==> config.mk <==
export PLATFORM = sky130hd
export DESIGN_NAME = ps_wrr_arbitrator
export DESIGN_NICKNAME = d
export VERILOG_FILES = /design/src/rtl/ps_reg_slice.sv /design/src/rtl/ps_wrr_arbitrator.sv
export SDC_FILE = /design/constraint.sdc
export NUM_CORES = 1
export LEC_CHECK = 0
export ABC_CLOCK_PERIOD_IN_PS = 4800
export CELL_PAD_IN_SITES_DETAIL_PLACEMENT = 0
export CELL_PAD_IN_SITES_GLOBAL_PLACEMENT = 2
export CORE_UTILIZATION = 26
export CTS_BUF_LIST = sky130_fd_sc_hd__clkbuf_4
export DETAILED_ROUTE_END_ITERATION = 7
export PLACE_DENSITY = 0.81
export SYNTH_ARGS = -nofsm -noshare
export SYNTH_HDL_FRONTEND = slang
export SYNTH_SLANG_ARGS = --single-unit
==> constraint.sdc <==
create_clock -name clk -period 4.8 [get_ports clk]
set_clock_uncertainty 0.1 [all_clocks]
set_input_delay 0.48 -clock clk [delete_from_list [all_inputs] [get_ports clk]]
set_output_delay 0.48 -clock clk [all_outputs]
set_load 0.005 [all_outputs]
==> src/rtl/ps_reg_slice.sv <==
// Two-entry register slice (main + skid) for a valid/ready stream.
// Full throughput; s_rdy is registered so no combinational path from m_rdy back to s_rdy.
module ps_reg_slice #(
  parameter int WIDTH = 8
) (
  input  logic             clk,
  input  logic             reset,
  input  logic [WIDTH-1:0] s_dat,
  input  logic             s_val,
  output logic             s_rdy,
  output logic [WIDTH-1:0] m_dat,
  output logic             m_val,
  input  logic             m_rdy
);

  logic             main_full;
  logic             skid_full;
  logic [WIDTH-1:0] main_dat;
  logic [WIDTH-1:0] skid_dat;
  logic             push;
  logic             load_main;

  assign s_rdy     = !skid_full;
  assign push      = s_val & s_rdy;
  assign load_main = !main_full | m_rdy;

  always_ff @(posedge clk or posedge reset) begin
    if (reset) begin
      main_full <= 1'b0;
      skid_full <= 1'b0;
      main_dat  <= '0;
      skid_dat  <= '0;
    end else if (load_main) begin
      // skid is only ever full while main is full, so it always drains first
      if (skid_full) begin
        main_dat  <= skid_dat;
        main_full <= 1'b1;
        skid_full <= 1'b0;
      end else begin
        main_full <= push;
        if (push) main_dat <= s_dat;
      end
    end else if (push) begin
      skid_dat  <= s_dat;
      skid_full <= 1'b1;
    end
  end

  assign m_dat = main_dat;
  assign m_val = main_full;

endmodule

==> src/rtl/ps_wrr_arbitrator.sv <==
// Weighted round-robin packet arbiter: grant held per packet, up to weight packets per turn,
// output registered through ps_reg_slice and tagged with the source channel number.
module ps_wrr_arbitrator #(
  parameter int WIDTH   = 8,
  parameter int SINKS   = 4,
  parameter int WEIGHTW = 4
) (
  input  logic                            clk,
  input  logic                            reset,
  input  logic [SINKS-1:0][WIDTH-1:0]     i_dat,
  input  logic [SINKS-1:0]                i_val,
  input  logic [SINKS-1:0]                i_eop,
  output logic [SINKS-1:0]                i_rdy,
  input  logic [SINKS-1:0][WEIGHTW-1:0]   i_weight,
  output logic [WIDTH-1:0]                o_dat,
  output logic                            o_val,
  output logic                            o_eop,
  output logic [$clog2(SINKS)-1:0]        o_num,
  input  logic                            o_rdy
);

  localparam int NUMW = $clog2(SINKS);
  localparam int SW   = NUMW + 1 + WIDTH;

  logic               lock;
  logic [NUMW-1:0]    sel_q;
  logic [NUMW-1:0]    ptr;
  logic [NUMW-1:0]    owner;
  logic [WEIGHTW-1:0] cnt;

  logic               s_rdy;
  logic [NUMW-1:0]    srch;
  logic               found;
  logic [NUMW-1:0]    winner;
  logic               accept;
  logic [WEIGHTW-1:0] wt;
  logic [WEIGHTW-1:0] reload;
  logic [WEIGHTW-1:0] credit;
  logic [WEIGHTW-1:0] cnt_nxt;
  logic [NUMW-1:0]    ptr_next_src;
  logic [SW-1:0]      slice_in;
  logic [SW-1:0]      slice_out;

  // rotating search: first requesting source at or above ptr, wrapping
  always_comb begin
    srch  = '0;
    found = 1'b0;
    for (int k = 0; k < SINKS; k++) begin
      if (!found && i_val[(int'(ptr) + k) % SINKS]) begin
        found = 1'b1;
        srch  = NUMW'((int'(ptr) + k) % SINKS);
      end
    end
  end

  assign winner = lock ? sel_q : srch;

  always_comb begin
    i_rdy = '0;
    if (!reset && (lock || found) && s_rdy) i_rdy[winner] = 1'b1;
  end

  assign accept = i_val[winner] & i_rdy[winner];

  // leftover credit counts only if the same source wins again back-to-back
  assign wt           = i_weight[winner];
  assign reload       = (wt == '0) ? WEIGHTW'(1) : wt;
  assign credit       = (winner == owner && cnt != '0) ? cnt : reload;
  assign cnt_nxt      = credit - 1'b1;
  assign ptr_next_src = (winner == NUMW'(SINKS - 1)) ? '0 : winner + 1'b1;

  always_ff @(posedge clk or posedge reset) begin
    if (reset) begin
      lock  <= 1'b0;
      sel_q <= '0;
      ptr   <= '0;
      owner <= '0;
      cnt   <= '0;
    end else if (accept) begin
      if (i_eop[winner]) begin
        lock  <= 1'b0;
        cnt   <= cnt_nxt;
        owner <= winner;
        ptr   <= (cnt_nxt == '0) ? ptr_next_src : winner;
      end else if (!lock) begin
        lock  <= 1'b1;
        sel_q <= winner;
      end
    end
  end

  assign slice_in = {winner, i_eop[winner], i_dat[winner]};

  ps_reg_slice #(.WIDTH(SW)) u_slice (
    .clk   (clk),
    .reset (reset),
    .s_dat (slice_in),
    .s_val (accept),
    .s_rdy (s_rdy),
    .m_dat (slice_out),
    .m_val (o_val),
    .m_rdy (o_rdy)
  );

  assign o_num = slice_out[SW-1 -: NUMW];
  assign o_eop = slice_out[WIDTH];
  assign o_dat = slice_out[WIDTH-1:0];

endmodule

; Word level (Yosys, flattened, before mapping)
; Index checks and enable logic that the tools add are counted.
[word_totals]
ff_bits = 35
in_bits = 59
output_inout_bits = 16
wordCells = 100
[op_classes]
n_addsub = 5
magnitude_cmp = 6
eq_ne = 2
n_mux = 43
bitwise_logic = 9
n_reduce_logical = 26
[op_table]
columns = operator, count
row1 = 2-to-1 mux 11 bit, 2
row2 = 2-to-1 mux 1 bit, 19
row3 = binary-select mux 8 bit (select 2 bit), 1
row4 = 2-to-1 mux 4 bit, 4
row5 = binary-select mux 1 bit (select 2 bit), 7
row6 = 2-to-1 mux 2 bit, 7
row7 = < comparator 3 x 4 -> 1 bit (second input constant), 3
row8 = binary-select mux 4 bit (select 2 bit), 1
row9 = zero test 4 bit, 2
row10 = 2-to-1 mux 8 bit, 1
row11 = logical AND 1 bit, 7
row12 = zero test 1 bit, 6
row13 = < comparator 2 x 3 -> 1 bit (second input constant), 2
row14 = AND reduction 2 bit, 3
row15 = OR reduction 2 bit, 3
row16 = adder 2 x 1 -> 2 bit (second input constant), 2
row17 = adder 2 bit (second input constant), 2
row18 = nonzero test 2 bit, 2
row19 = nonzero test 4 bit, 1
row20 = subtractor 4 x 1 -> 4 bit (second input constant), 1
row21 = bitwise AND 1 bit (first input constant), 3
row22 = NOT 1 bit, 3
row23 = AND reduction 3 bit, 1
row24 = bitwise AND 1 bit, 2
row25 = 6 further kinds, 6

; Depth between registers and ports, before layout
[logic_depth]
ltp_word = 26
depth_mapped = 17
ltp_nobuf = 13

; By module
; A second synthesis with hierarchy kept.
[hier_totals]
hier_cells = 248
hier_area_um2 = 2552.4
[by_module_without_submodules]
columns = mod, n_inst, cells_each, area_per_inst_um2, seq_area_each_um2
row1 = ps_wrr_arbitrator, 1, 180, 1417.6, 275.3
row2 = ps_reg_slice, 1, 68, 1134.8, 600.6

; Worst setup path after synthesis
; OpenSTA, ideal clock, no wires.
[synth_timing]
kind = input port to flip-flop
startpoint = in i_val[0]
endpoint = reg u_slice.main_dat[8] (netlist: u_slice.m_dat[8])
setup_time_ns = 0.128
arrival_ns = 3.185
t_required_ns = 4.572
setup_slack_ns = 1.388
path_stages = 13
path_buffers = 4
path_cell_list = nor2b_1 > o211a_1 > or3_1 > buf_6 > clkbuf_1 > clkbuf_1 > ha_1 > and3_1 > a311o_1 > and3_1 > clkbuf_1 > o21ai_1 > mux2_1
[synth_between]
elab_chain_cells = 24
word_cells_on_any_way = 47
cone_classes = order compare (2) / mux (31) / bitwise (2) / reduce/logical (12)
[synth_lines]
columns = element, line
row1 = "start, declared", ps_wrr_arbitrator.sv:11  ; input logic [SINKS-1:0] i_val,
row2 = binary-select mux 1 bit (select 2 bit), ps_wrr_arbitrator.sv:49  ; if (!found && i_val[(int'(ptr) + k) % SINKS]) begin
row3 = 2-to-1 mux 1 bit (implied by the code), ps_wrr_arbitrator.sv:49
row4 = 2-to-1 mux 1 bit, ps_wrr_arbitrator.sv:49
row5 = zero test 1 bit, ps_wrr_arbitrator.sv:49
row6 = logical AND 1 bit, ps_wrr_arbitrator.sv:49
row7 = 2-to-1 mux 1 bit, ps_wrr_arbitrator.sv:49
row8 = zero test 1 bit, ps_wrr_arbitrator.sv:49
row9 = logical AND 1 bit, ps_wrr_arbitrator.sv:49
row10 = [... 8 more ...], n/a
row11 = demux 1 bit (select 2 bit), ps_wrr_arbitrator.sv:60  ; if (!reset && (lock || found) && s_rdy) i_rdy[winner] = 1'b1;
row12 = 2-to-1 mux 4 bit, ps_wrr_arbitrator.sv:60
row13 = binary-select mux 1 bit (select 2 bit), ps_wrr_arbitrator.sv:63  ; assign accept = i_val[winner] & i_rdy[winner];
row14 = 2-to-1 mux 1 bit (implied by the code), ps_wrr_arbitrator.sv:63
row15 = bitwise AND 1 bit, ps_wrr_arbitrator.sv:63
row16 = bitwise AND 1 bit, ps_reg_slice.sv:24  ; assign push = s_val & s_rdy;
row17 = nonzero test 2 bit (no source line), n/a
row18 = AND reduction 2 bit (no source line), n/a
row19 = "end signal, assigned", ps_reg_slice.sv:36  ; main_dat <= skid_dat;
row20 = "end signal, assigned", ps_reg_slice.sv:41  ; if (push) main_dat <= s_dat;
row21 = "end, declared", ps_reg_slice.sv:18  ; logic [WIDTH-1:0] main_dat;
; Parallel ways exist; a longest one is shown, timed or not. The select of a mux whose other input is x is not followed.
; A chain may end at the register's enable or synchronous reset.

; Final worst setup path
[layout_timing]
startpoint = in i_val[2]
endpoint = reg ptr[0]
[layout_between]
word_cells_on_any_way = 56
cone_classes = add/sub (2) / order compare (2) / eq/ne (2) / mux (35) / bitwise (1) / reduce/logical (14)
[layout_rtl]
columns = element, line
row1 = binary-select mux 1 bit (select 2 bit), ps_wrr_arbitrator.sv:49
row2 = 2-to-1 mux 1 bit (implied by the code), ps_wrr_arbitrator.sv:49
row3 = 2-to-1 mux 1 bit, ps_wrr_arbitrator.sv:49
row4 = zero test 1 bit, ps_wrr_arbitrator.sv:49
row5 = logical AND 1 bit, ps_wrr_arbitrator.sv:49
row6 = 2-to-1 mux 1 bit, ps_wrr_arbitrator.sv:49
row7 = zero test 1 bit, ps_wrr_arbitrator.sv:49
row8 = logical AND 1 bit, ps_wrr_arbitrator.sv:49
row9 = [... 6 more ...], n/a
row10 = 2-to-1 mux 4 bit (implied by the code), ps_wrr_arbitrator.sv:66  ; assign wt = i_weight[winner];
row11 = zero test 4 bit, ps_wrr_arbitrator.sv:67  ; assign reload = (wt == '0) ? WEIGHTW'(1) : wt;
row12 = 2-to-1 mux 4 bit, ps_wrr_arbitrator.sv:67
row13 = 2-to-1 mux 4 bit (*), ps_wrr_arbitrator.sv:68  ; assign credit = (winner == owner && cnt != '0) ? cnt : reload;
row14 = subtractor 4 x 1 -> 4 bit (*), ps_wrr_arbitrator.sv:69  ; assign cnt_nxt = credit - 1'b1;
row15 = via cnt_nxt[0], ps_wrr_arbitrator.sv:39  ; logic [WEIGHTW-1:0] cnt_nxt;
row16 = zero test 4 bit (*), ps_wrr_arbitrator.sv:84  ; ptr <= (cnt_nxt == '0) ? ptr_next_src : winner;
row17 = 2-to-1 mux 2 bit (*), ps_wrr_arbitrator.sv:84
row18 = "end signal, assigned", ps_wrr_arbitrator.sv:84
row19 = "end, declared", ps_wrr_arbitrator.sv:27  ; logic [NUMW-1:0] ptr;
; Mark *: on every way through the listed nets, which the timed path passes. The rest lies on a longest branch. The select of a mux whose other input is x is not followed.

==> flow_summary.rst <==
.. list-table::
   :header-rows: 1

   * - Metric
     - Value
   * - Run status
     - complete, no violations
   * - Vias in the first global route
     - 2132
   * - # IOs
     - 75
   * - Final Setup Violations
     - 0
   * - Avg Synthesized Cell Area
     - approximately 7.8 um^2
   * - Initial antenna violation count
     - 0
   * - Post-route cell area
     - 3194 um^2
   * - Yosys reg bits
     - 35
   * - Worst IR Drop VDD
     - roughly 0.39 mV
   * - Total number of vias
     - 2233
   * - Gate family responsible for the most delay along the worst path
     - compound AO/OA/AOI/OAI gates
   * - Leakage power total
     - ~1.4 nW
   * - DRC violation count after routing
     - 0
   * - Highest achievable clock rate
     - 253.4 MHz
   * - Antenna viol nets, final
     - 0
   * - Critical path buffers and inverters
     - 3
   * - Min Tclk post-route
     - a little under 4 ns
   * - Worst slew margin
     - 0.4737
   * - Combined area of all synthesized cells
     - roughly 2300 um^2
   * - Worst Path Arrival
     - approximately 4.1 ns
   * - GR Overflow Total
     - 0
   * - Initial standard-cell utilization of the core
     - 0.2751
   * - Pre-CTS WS
     - approximately 0.5 ns
   * - Iteration-0 DRC Markers
     - 101
   * - Hold bufs inserted after CTS
     - 0
   * - Fraction of registers with async set/reset
     - 1.000
   * - Fin Hold WS
     - roughly 0.4 ns
   * - Critical path, cell by cell
     - clkdlybuf4s50_1 -> nor2b_2 -> a2111oi_2 -> or3_1 -> inv_4 -> mux2i_1 -> a22oi_1 -> o311a_1 -> nor2_1 -> inv_1 -> ha_1 -> xor2_1 -> o211ai_1 -> a221o_1
   * - Die area
     - a little over 9000 um^2
   * - Later-pin clock latency in the skew report
     - between 0.3 and 0.4 ns
   * - Area fraction of the dominant cell type after synthesis
     - 0.3798
   * - Clock edge transition at the registers on the reported setup and hold paths
     - around 0.12 ns
   * - Floorplan Core Area
     - 8382 um^2
   * - Global-route track usage on met3
     - 0.03555
   * - Number of cells in the design after placement
     - approximately 460
   * - Final cell count without fillers
     - between 400 and 500
   * - Part of the cycle the worst path needs
     - 0.8221
   * - Global-route total usage across every layer
     - 0.1433
   * - Net Count, Synth
     - approximately 360
   * - Final HPWL from detailed placement
     - just under 5000 um
   * - RD Place Congestion
     - between 0.8 and 0.9
   * - Port Buffers
     - between 70 and 80
   * - Largest cells by area after synthesis
     - sky130_fd_sc_hd__dfrtp_1, sky130_fd_sc_hd__nand2_1, sky130_fd_sc_hd__nor2_1
   * - Maximum cell stage delay along the critical path
     - approximately 0.54 ns
   * - Count of H-tree levels built during CTS
     - 2
   * - Biggest fanout along the worst timing path
     - 31
   * - Worst setup SP type
     - primary input
   * - Fin. Hold Viols
     - 0
   * - Met1 track utilization from global routing
     - 0.1853
   * - Kind of end point of the critical path
     - flip-flop
   * - # rows
     - 33
   * - Post-CTS Setup Repair Bufs
     - 0
   * - Number of pins exceeding their max-slew limit in the final report
     - 0
   * - Wire length after detailed routing
     - ~6300 um
   * - Worst endpoint required time
     - between 4 and 5 ns
   * - Max-cap viol count
     - 0
   * - GR Layer Usage met2
     - 0.2358
   * - Setup repair after global routing missed its margin
     - false
   * - Global-route wire length before repair
     - around 10000 um
   * - Final routed wire length divided by cell count
     - around 14 um
   * - Most heavily used metal layer in global routing
     - met2
   * - Post-cts gate resize count
     - 0
   * - Via/cell ratio
     - ~4.8
   * - Worst R2R Setup Slack
     - between 1 and 1.5 ns
   * - Clock Path Buffers
     - 2
   * - Share of layout cells above drive strength 1
     - 0.06354
   * - Slowest cell on the critical path
     - sky130_fd_sc_hd__clkdlybuf4s50_1
   * - Number of nets in the layout
     - between 400 and 500
   * - Layout overhead on the synthesized area
     - 38.52%
   * - Power density over the cells
     - slightly below 700 nW/um^2
   * - Total design power
     - about 2.2 mW
   * - Placed Area
     - 3113 um^2
   * - Utilization of the core after routing
     - 0.3811
   * - HP Class
     - flip-flop to flip-flop
   * - Largest net degree at the start of global routing
     - 36
   * - Final total negative setup slack
     - 0 ns
   * - Clock root buffer
     - sky130_fd_sc_hd__clkbuf_4
   * - Number of antenna cells inserted
     - 0
   * - Number of warnings printed during yosys synthesis
     - 0
   * - Chip height
     - between 90 and 100 um
   * - Number of enable flip-flop cells after synthesis
     - 0
   * - TritonCTS clock tree
     - yes
   * - Final worst setup slack
     - approximately 0.85 ns
   * - Critical Setup Path Class
     - primary input to flip-flop
   * - Primary FF master, synth
     - sky130_fd_sc_hd__dfrtp_1
   * - TritonCTS Buffers
     - 5
   * - Synthesized instance count
     - between 200 and 300
   * - First-pass iteration count of the detailed router
     - 4
   * - Cell accounting for the most synthesized area
     - sky130_fd_sc_hd__dfrtp_1
   * - Worst-margin pin slew
     - approximately 0.79 ns
   * - Die boundary width
     - ~96 um
   * - Count of different cell masters after synthesis
     - 44
   * - Sequential cell area fraction in the yosys report
     - 0.3798
   * - Clock net sink count
     - 35
## sequential cells by signal, summed over array words and instances, names as in the netlist
register	flops
u_slice.m_dat	11
u_slice.skid_dat	11
cnt	4
owner	2
ptr	2
sel_q	2
lock	1
u_slice.m_val	1
u_slice.skid_full	1
## synth_stat cells, types with 2 or more instances
cell type                    n
sky130_fd_sc_hd__nand2_1    59
sky130_fd_sc_hd__nor2_1     42
sky130_fd_sc_hd__dfrtp_1    35
sky130_fd_sc_hd__o21ai_1    20
sky130_fd_sc_hd__a21oi_1    16
sky130_fd_sc_hd__nand3_1    16
sky130_fd_sc_hd__o21ai_0    16
sky130_fd_sc_hd__inv_1       9
sky130_fd_sc_hd__buf_2       7
sky130_fd_sc_hd__clkbuf_1    7
sky130_fd_sc_hd__ha_1        6
sky130_fd_sc_hd__and2_1      5
sky130_fd_sc_hd__mux2i_1     5
sky130_fd_sc_hd__a211oi_1    3
sky130_fd_sc_hd__and3_1      3
sky130_fd_sc_hd__nor2b_1     3
sky130_fd_sc_hd__o211ai_1    3
sky130_fd_sc_hd__a2111oi_2   2
sky130_fd_sc_hd__a21o_1      2
sky130_fd_sc_hd__a221o_1     2
sky130_fd_sc_hd__a22oi_1     2
sky130_fd_sc_hd__a22oi_2     2
sky130_fd_sc_hd__buf_1       2
sky130_fd_sc_hd__mux2_1      2
sky130_fd_sc_hd__mux2_2      2
sky130_fd_sc_hd__nor4_1      2
sky130_fd_sc_hd__o211a_1     2
sky130_fd_sc_hd__xnor2_1     2
sky130_fd_sc_hd__xor2_1      2
## placed cells by master, fill, tap and decap left out, types with 4 or more instances in the layout
master                            synthesis  final
sky130_fd_sc_hd__nor2_1                  42     42
sky130_fd_sc_hd__a21oi_1                 16     16
sky130_fd_sc_hd__nand2_1                 59     59
sky130_fd_sc_hd__clkdlybuf4s50_1          0     74
sky130_fd_sc_hd__inv_1                    9      9
sky130_fd_sc_hd__nand3_1                 16     16
sky130_fd_sc_hd__o21ai_0                 16     16
sky130_fd_sc_hd__and2_1                   5      5
sky130_fd_sc_hd__dfrtp_1                 35     35
sky130_fd_sc_hd__ha_1                     6      6
sky130_fd_sc_hd__buf_4                    0      4
sky130_fd_sc_hd__clkbuf_4                 0      5
sky130_fd_sc_hd__mux2i_1                  5      5
sky130_fd_sc_hd__o21ai_1                 20     20
## per-layer routing
metal | up-vias | part of all wire
li1 | 1145 | -
met1 | 1028 | 0.47
met2 | 54 | 0.46
met3 | 6 | 0.052
met4 | 0 | 0.0089
met5 | - | 0
## tightest hold or removal path: stages, from the launching register on
cell                      delay (ns)
sky130_fd_sc_hd__dfrtp_1        0.36
sky130_fd_sc_hd__nand2_1        0.05
sky130_fd_sc_hd__o21ai_1        0.06
## layout make-up
class | count | area [um^2]
clock buffers | 5 | 37.54
well taps | 105 | 131.4
inverters | 10 | 40.04
multi-input cells | 231 | 1295
clock inverters | 3 | 43.79
flip-flops and latches | 35 | 875.8
repair buffers | 78 | 770.7
fillers | 893 | 5187
## cells by family (layout without fill, tap and decap cells)
group / after synthesis / after routing / synth area share
adder cells (fa/ha/maj): 6 / 6 / 0.03255
AO/OA/AOI/OAI: 77 / 77 / 0.2165
XOR/XNOR: 4 / 4 / 0.01520
AND/OR/NAND/NOR: 134 / 134 / 0.2463
buffers and inverters: 28 / 96 / 0.05860
flip-flops: 35 / 35 / 0.3798
multiplexers: 10 / 10 / 0.05100
## worst paths after layout
check / start / endpoint / cells past startpoint
hold reg to reg: u_slice.skid_dat[1] / u_slice.skid_dat[1] / 2
setup reg to reg: lock / ptr[0] / 13
setup / recovery: i_val[2] / ptr[0] / 14
hold / removal: u_slice.skid_dat[1] / u_slice.skid_dat[1] / 2
min in group asynchronous: reset / u_slice.skid_dat[0] / 3
max in group asynchronous: reset / u_slice.m_dat[8] / 3
## where the power goes
group / switching (mW) / internal (mW)
logic: 0.823 / 0.593
clock network: 0.114 / 0.110
registers: 0.103 / 0.435
total: 1.04 / 1.14
Power figures use the tool's default switching activity.
